## src/rtl/sub_norm_26b_if.sv

```systemverilog
// rtl/sub_norm_26b_if.sv - input/output handshake bundle of the sub_norm_26b normalization stage
interface sub_norm_26b_if #(
    parameter int EXP_W = 8
);
    logic             in_valid;
    logic             in_ready;
    logic [26:0]      sum;
    logic             ovf;
    logic [EXP_W-1:0] exp_in;
    logic             sign_in;
    logic             out_valid;
    logic             out_ready;
    logic [25:0]      frac_out;
    logic             sticky;
    logic [EXP_W-1:0] exp_out;
    logic             sign_out;
    logic             zero;
    logic             denorm;
    logic             inf;

    modport master (
        output in_valid, sum, ovf, exp_in, sign_in, out_ready,
        input  in_ready, out_valid, frac_out, sticky, exp_out, sign_out, zero, denorm, inf
    );

    modport slave (
        input  in_valid, sum, ovf, exp_in, sign_in, out_ready,
        output in_ready, out_valid, frac_out, sticky, exp_out, sign_out, zero, denorm, inf
    );
endinterface

```

## src/rtl/sub_norm_26b.sv

```systemverilog
// rtl/sub_norm_26b.sv - post-subtract normalizer, hidden bit to [25]; SUB_NORM_LZC_EN selects single-cycle full shift
module sub_norm_26b #(
    parameter int SHIFT_STEP = 4,
    parameter int EXP_W      = 8
) (
    input  logic           clk,
    input  logic           rst,
    sub_norm_26b_if.slave  bus
);
    typedef enum logic [1:0] {IDLE, NORM, DONE} state_t;

`ifdef SUB_NORM_LZC_EN
    localparam int STEP = 28;
`else
    localparam int STEP = SHIFT_STEP;
`endif
    localparam logic [EXP_W:0] E_ONE  = 1;
    localparam logic [EXP_W:0] E_TWO  = 2;
    localparam logic [EXP_W:0] E_MAX  = {1'b0, {EXP_W{1'b1}}};
    localparam logic [EXP_W:0] STEP_E = STEP;

    state_t           state_q, state_d;
    logic [27:0]      v_q, v_d;
    logic [EXP_W:0]   e_q, e_d;
    logic             sign_q, sign_d;
    logic             sticky_q, sticky_d;
    logic [25:0]      frac_q, frac_d;
    logic [EXP_W-1:0] exp_q, exp_d;
    logic             zero_q, zero_d;
    logic             denorm_q, denorm_d;
    logic             inf_q, inf_d;
    logic             valid_q, valid_d;

    logic [4:0]       lz;
    logic [EXP_W:0]   e_room, s;
    logic             fin, fden;
    logic [27:0]      fv;
    logic [EXP_W:0]   fe;

    // Distance from the leading one to bit 25; only meaningful when v[27:25]==0
    always_comb begin
        lz = 5'd25;
        for (int i = 0; i < 25; i++) begin
            if (v_q[i]) lz = 5'(25 - i);
        end
    end

    // The exponent may never be driven below 1 by a left shift
    always_comb begin
        e_room = (e_q > E_ONE) ? (e_q - E_ONE) : '0;
        s      = (EXP_W+1)'(lz);
        if (s > STEP_E) s = STEP_E;
        if (s > e_room) s = e_room;
    end

    always_comb begin
        state_d  = state_q;
        v_d      = v_q;
        e_d      = e_q;
        sign_d   = sign_q;
        sticky_d = sticky_q;
        frac_d   = frac_q;
        exp_d    = exp_q;
        zero_d   = zero_q;
        denorm_d = denorm_q;
        inf_d    = inf_q;
        valid_d  = valid_q;
        fin      = 1'b0;
        fden     = 1'b0;
        fv       = v_q;
        fe       = e_q;
        case (state_q)
            IDLE: begin
                if (bus.in_valid) begin
                    state_d  = NORM;
                    v_d      = {bus.ovf, bus.sum};
                    e_d      = {1'b0, bus.exp_in};
                    sign_d   = bus.sign_in;
                    sticky_d = 1'b0;
                    zero_d   = 1'b0;
                    denorm_d = 1'b0;
                    inf_d    = 1'b0;
                end
            end
            NORM: begin
                if (v_q == '0) begin
                    fin = 1'b1;
                end else if (v_q[27]) begin
                    fin      = 1'b1;
                    fv       = v_q >> 2;
                    fe       = e_q + E_TWO;
                    sticky_d = sticky_q | v_q[1] | v_q[0];
                end else if (v_q[26]) begin
                    fin      = 1'b1;
                    fv       = v_q >> 1;
                    fe       = e_q + E_ONE;
                    sticky_d = sticky_q | v_q[0];
                end else if (v_q[25]) begin
                    fin = 1'b1;
                end else begin
                    fv  = v_q << s;
                    fe  = e_q - s;
                    v_d = fv;
                    e_d = fe;
                    if (fv[25]) begin
                        fin = 1'b1;
                    end else if (fe <= E_ONE) begin
                        fin  = 1'b1;
                        fden = 1'b1;
                    end
                end
            end
            DONE: begin
                if (bus.out_ready) begin
                    state_d = IDLE;
                    valid_d = 1'b0;
                end
            end
            default: state_d = IDLE;
        endcase

        if (fin) begin
            state_d = DONE;
            valid_d = 1'b1;
            if (v_q == '0) begin
                zero_d   = 1'b1;
                exp_d    = '0;
                frac_d   = '0;
                sticky_d = 1'b0;
            end else if (fden) begin
                denorm_d = 1'b1;
                exp_d    = '0;
                frac_d   = fv[25:0];
            end else if (fe >= E_MAX) begin
                inf_d    = 1'b1;
                exp_d    = '1;
                frac_d   = '0;
                sticky_d = 1'b0;
            end else begin
                exp_d  = fe[EXP_W-1:0];
                frac_d = fv[25:0];
            end
        end
    end

    always_ff @(posedge clk) begin
        if (rst) begin
            state_q  <= IDLE;
            v_q      <= '0;
            e_q      <= '0;
            sign_q   <= 1'b0;
            sticky_q <= 1'b0;
            frac_q   <= '0;
            exp_q    <= '0;
            zero_q   <= 1'b0;
            denorm_q <= 1'b0;
            inf_q    <= 1'b0;
            valid_q  <= 1'b0;
        end else begin
            state_q  <= state_d;
            v_q      <= v_d;
            e_q      <= e_d;
            sign_q   <= sign_d;
            sticky_q <= sticky_d;
            frac_q   <= frac_d;
            exp_q    <= exp_d;
            zero_q   <= zero_d;
            denorm_q <= denorm_d;
            inf_q    <= inf_d;
            valid_q  <= valid_d;
        end
    end

    assign bus.in_ready  = (state_q == IDLE);
    assign bus.out_valid = valid_q;
    assign bus.frac_out  = frac_q;
    assign bus.sticky    = sticky_q;
    assign bus.exp_out   = exp_q;
    assign bus.sign_out  = sign_q;
    assign bus.zero      = zero_q;
    assign bus.denorm    = denorm_q;
    assign bus.inf       = inf_q;
endmodule

```

## src/flat_wrapper.sv

```systemverilog
// flat-port wrapper written by rule: the top's interface ports become plain ports
module sub_norm_26b_flat 
#(
    parameter int SHIFT_STEP = 4,
    parameter int EXP_W      = 8
)
  (clk, rst, bus_in_valid, bus_sum, bus_ovf, bus_exp_in, bus_sign_in, bus_out_ready, bus_in_ready, bus_out_valid, bus_frac_out, bus_sticky, bus_exp_out, bus_sign_out, bus_zero, bus_denorm, bus_inf);
  sub_norm_26b_if #(.EXP_W(EXP_W)) bus_i ();
  input  logic clk;
  input  logic rst;
  input wire logic [$bits(bus_i.in_valid)-1:0] bus_in_valid;
  input wire logic [$bits(bus_i.sum)-1:0] bus_sum;
  input wire logic [$bits(bus_i.ovf)-1:0] bus_ovf;
  input wire logic [$bits(bus_i.exp_in)-1:0] bus_exp_in;
  input wire logic [$bits(bus_i.sign_in)-1:0] bus_sign_in;
  input wire logic [$bits(bus_i.out_ready)-1:0] bus_out_ready;
  output wire logic [$bits(bus_i.in_ready)-1:0] bus_in_ready;
  output wire logic [$bits(bus_i.out_valid)-1:0] bus_out_valid;
  output wire logic [$bits(bus_i.frac_out)-1:0] bus_frac_out;
  output wire logic [$bits(bus_i.sticky)-1:0] bus_sticky;
  output wire logic [$bits(bus_i.exp_out)-1:0] bus_exp_out;
  output wire logic [$bits(bus_i.sign_out)-1:0] bus_sign_out;
  output wire logic [$bits(bus_i.zero)-1:0] bus_zero;
  output wire logic [$bits(bus_i.denorm)-1:0] bus_denorm;
  output wire logic [$bits(bus_i.inf)-1:0] bus_inf;
  assign bus_i.in_valid = bus_in_valid;
  assign bus_i.sum = bus_sum;
  assign bus_i.ovf = bus_ovf;
  assign bus_i.exp_in = bus_exp_in;
  assign bus_i.sign_in = bus_sign_in;
  assign bus_i.out_ready = bus_out_ready;
  assign bus_in_ready = bus_i.in_ready;
  assign bus_out_valid = bus_i.out_valid;
  assign bus_frac_out = bus_i.frac_out;
  assign bus_sticky = bus_i.sticky;
  assign bus_exp_out = bus_i.exp_out;
  assign bus_sign_out = bus_i.sign_out;
  assign bus_zero = bus_i.zero;
  assign bus_denorm = bus_i.denorm;
  assign bus_inf = bus_i.inf;
  sub_norm_26b #(.SHIFT_STEP(SHIFT_STEP), .EXP_W(EXP_W)) u_core (.clk(clk), .rst(rst), .bus(bus_i));
endmodule
```

## config.mk

```make
export PLATFORM = sky130hd
export DESIGN_NAME = sub_norm_26b_flat
export DESIGN_NICKNAME = d
export VERILOG_FILES = /design/src/rtl/sub_norm_26b_if.sv /design/src/rtl/sub_norm_26b.sv /design/src/flat_wrapper.sv
export SDC_FILE = /design/constraint.sdc
export NUM_CORES = 1
export LEC_CHECK = 0
export CORE_MARGIN = 3
export CORE_UTILIZATION = 39
export CTS_CLUSTER_DIAMETER = 200
export DETAILED_ROUTE_END_ITERATION = 8
export PLACE_DENSITY_LB_ADDON = 0.2
export SYNTH_ARGS = -nofsm -noshare
export SYNTH_HDL_FRONTEND = slang
export SYNTH_SLANG_ARGS = --single-unit
```

## constraint.sdc

```tcl
create_clock -name clk -period 8.45 [get_ports clk]
set_clock_uncertainty 0.1 [all_clocks]
set_input_delay 1.69 -clock clk [delete_from_list [all_inputs] [get_ports clk]]
set_output_delay 1.69 -clock clk [all_outputs]
set_load 0.01 [all_outputs]
```

==> out/qor.yml <==
synth:
  avgSynthCellArea_sq_um: 7.24
  synth_common_cells: "nand2_1 (104), nor2_1 (98), dfxtp_1 (79)"
  synth-seq-cells: 79
  synth_edf_count: 0
  synth_area_leaders: "dfxtp_1 (22%), mux2i_1 (5.6%), nand2_1 (5.5%)"
  yosysTopAreaCellShare: 0.222
  syn_area_sq_um: 7120
  ys_types: 87
  ys_warn_count: 0
  yosysTopAreaCell: "dfxtp_1"
  ys_seq_area_frac: 0.222
  syn_inst: 983
  synth.most_common_cell: "nand2_1"
  async_reset_ff_frac: 0
  synth-main-ff-cell: "dfxtp_1"
layout:
  syn2layout_area_growth_pct: 17.1
  drive_gt1_frac: 0.0709
  fin_area_sq_um: 8330
  multi_input_area_sq_um: 5030
  ff_latch_area_sq_um: 1580
  fill_cells: 1771
  nNetsFinal: 1072
  final_util: 0.474
  antenna_cells: 0
timing:
  fin_crit_sh: 0.938
  finalSetupTns_ns: 0
  slew_violations: 0
  finalHoldViolCount: 0
  rsz0062_at_grt: "false"
  slew_headroom: 0.190
  fmax_mhz: 126
  worst_pin_slew_ns: 1.21
  setup_viol: 0
  min_period_ns: 7.92
place:
  hpwl_microns: 21300
  postPlaceCellArea_sq_um: 8020
  port_buffers: 81
  place.gp.congestion: 1.03
clock_network:
  cts_tree: "yes"
  cts-root-buf: "clkbuf_16"
  post-cts-setup-buffers: 0
  htree_num_levels: 3
  clkSlewWorstSetupHoldPaths_ns: 0.07
  cts_hold_repair.buffers: 0
  cts_sinks: 79
  clock_path_buffers: 2
  cts_resized: 0
  numCtsBuffers: 9
  clock_latency_ns: 0.35
critical_path:
  path_depth: 24
  cp-endpoint: "u_core.bus.frac_out[12]"
  critPathLaunchType: "flip-flop"
  cp_data_arrival_time_ns: 8.11
  end_kind: "flip-flop"
  r2r_cells: 24
  cpLargestDelayFamily: "compound AO/OA/AOI/OAI gates"
  path_cells: "inv_1 -> ha_1 -> a21boi_2 -> o211a_1 -> or2_2 -> ha_1 -> and2_0 -> a41o_1 -> a21oi_1 -> o211a_1 -> mux2i_4 -> inv_4 -> ha_1 -> nor2b_1 -> o21ai_0 -> a21oi_1 -> nor2_1 -> a21oi_1 -> xnor2_1 -> nor4_1 -> nand2b_1 -> o31a_1 -> nor2_2 -> a22o_1"
  crit_start: "u_core.e_q[1]"
  crit_buf_inv: 2
  crit_path_max_fanout: 30
  worst-setup-path-type: "reg2reg"
  reg2reg_to: "u_core.bus.frac_out[12]"
  regToRegStartpoint: "u_core.e_q[1]"
  cpPeakStageDelay_ns: 0.92
  required_ns: 8.64
  reg2reg_slack_ns: 0.53
  slowest_stage: "nor2_2"
route:
  num_vias: 8285
  drt-pass1-iter-count: 6
  via_per_inst: 6.68
  ant_nets: 0
  wl_per_cell_microns: 23.9
  wirelength_microns: 29700
  drc: 0
  drt-initial-drc-count: 1128
floorplanning:
  die_x_microns: 141
  start_util: 0.404
  dieArea_sq_um: 19900
  rows: 48
  die_h_microns: 141
  coreArea_sq_um: 17600
  ios: 82
grt:
  grt_pass1_vias: 7601
  overflow: 0
  grt_first_pass_wirelength_microns: 45400
  grt_max_degree: 47
  grt_use_total: 0.289
  antenna_found_initial: 0
run:
  cap_violations: 0
min_path:
  hold_path.class: "reg2reg"
status:
  status: "completed"
## flip-flops by register name, indices dropped and copies added (netlist names)
signal and count:
u_core.bus.zero 1, u_core.e_q 9, u_core.bus.sticky 1, u_core.bus.frac_out 26, u_core.bus.inf 1, u_core.bus.sign_out 1
u_core.v_q 28, u_core.bus.exp_out 8, u_core.bus.denorm 1, u_core.bus.out_valid 1, u_core.state_q 2
## placed cells by master, fill, tap and decap left out, drive strengths merged, types with 6 or more instances in the layout
cell type / n
o2bb2ai: 23
or2: 8
a22o: 7
o21ai: 71
a211oi: 21
dfxtp: 79
nand3: 22
a31oi: 16
xnor2: 11
clkbuf: 10
clkdlybuf4s50: 81
inv: 37
nor3: 30
a21oi: 76
nor2: 101
ha: 19
nor2b: 11
buf: 24
nand2: 104
a22oi: 15
a32o: 9
o211ai: 18
o21a: 10
o22ai: 21
nor4: 8
a221oi: 23
nand4: 11
a32oi: 6
mux2i: 44
o31ai: 6
and2: 6
## stage by stage
stage | cells | hold WS, ns | setup WS (ns)
after global placement | 1225 | 0.346 | 0.822
after detailed placement | 1225 | 0.347 | 0.692
after global routing | 1241 | 0.382 | 0.0179
after CTS | 1241 | 0.364 | 0.650
after floorplan | 986 | 0.376 | 2.00
final | 1241 | 0.363 | 0.526
## worst min path at each step
stage,from,end,slack (ns),cells past startpoint
5_1_grt,u_core.bus.exp_out[4],u_core.bus.exp_out[4],0.38,1
6_report,u_core.bus.exp_out[1],u_core.bus.exp_out[1],0.36,1
4_1_cts,u_core.bus.frac_out[21],u_core.bus.frac_out[21],0.36,2
3_5_place_dp,u_core.bus.frac_out[21],u_core.bus.frac_out[21],0.35,2
3_3_place_gp,u_core.bus.frac_out[2],u_core.bus.frac_out[2],0.35,1
2_1_floorplan,u_core.bus.frac_out[21],u_core.bus.frac_out[21],0.38,2
## area by class of cell
class                      instances  share of cell area
inverter                          36              0.0165
clock inverter                     6             0.00901
timing repair buffer             105               0.119
clock buffer                      10              0.0287
multi-input combinational        780               0.603
tap                              225              0.0338
sequential                        79               0.190
## per-layer routing
layer,share of wire,global-route usage,vias to the layer above
met2,0.40,0.395,605
met1,0.44,0.433,3846
met4,0.039,0.118,0
met3,0.13,0.0634,83
met5,0,0,-
li1,-,-,3751
## cell families after synthesis
group	share of synthesized area
buffers and inverters	0.0754
adders and majority gates	0.0362
muxes	0.0772
DFF	0.222
other	0.00106
and+or+nand+nor	0.208
xor gates and xnor gates	0.0148
AOI/OAI and AO/OA	0.365
Power is left out: the tool's default activity adds up to more than one toggle a clock period on the data nets, which glitch-free logic cannot reach.
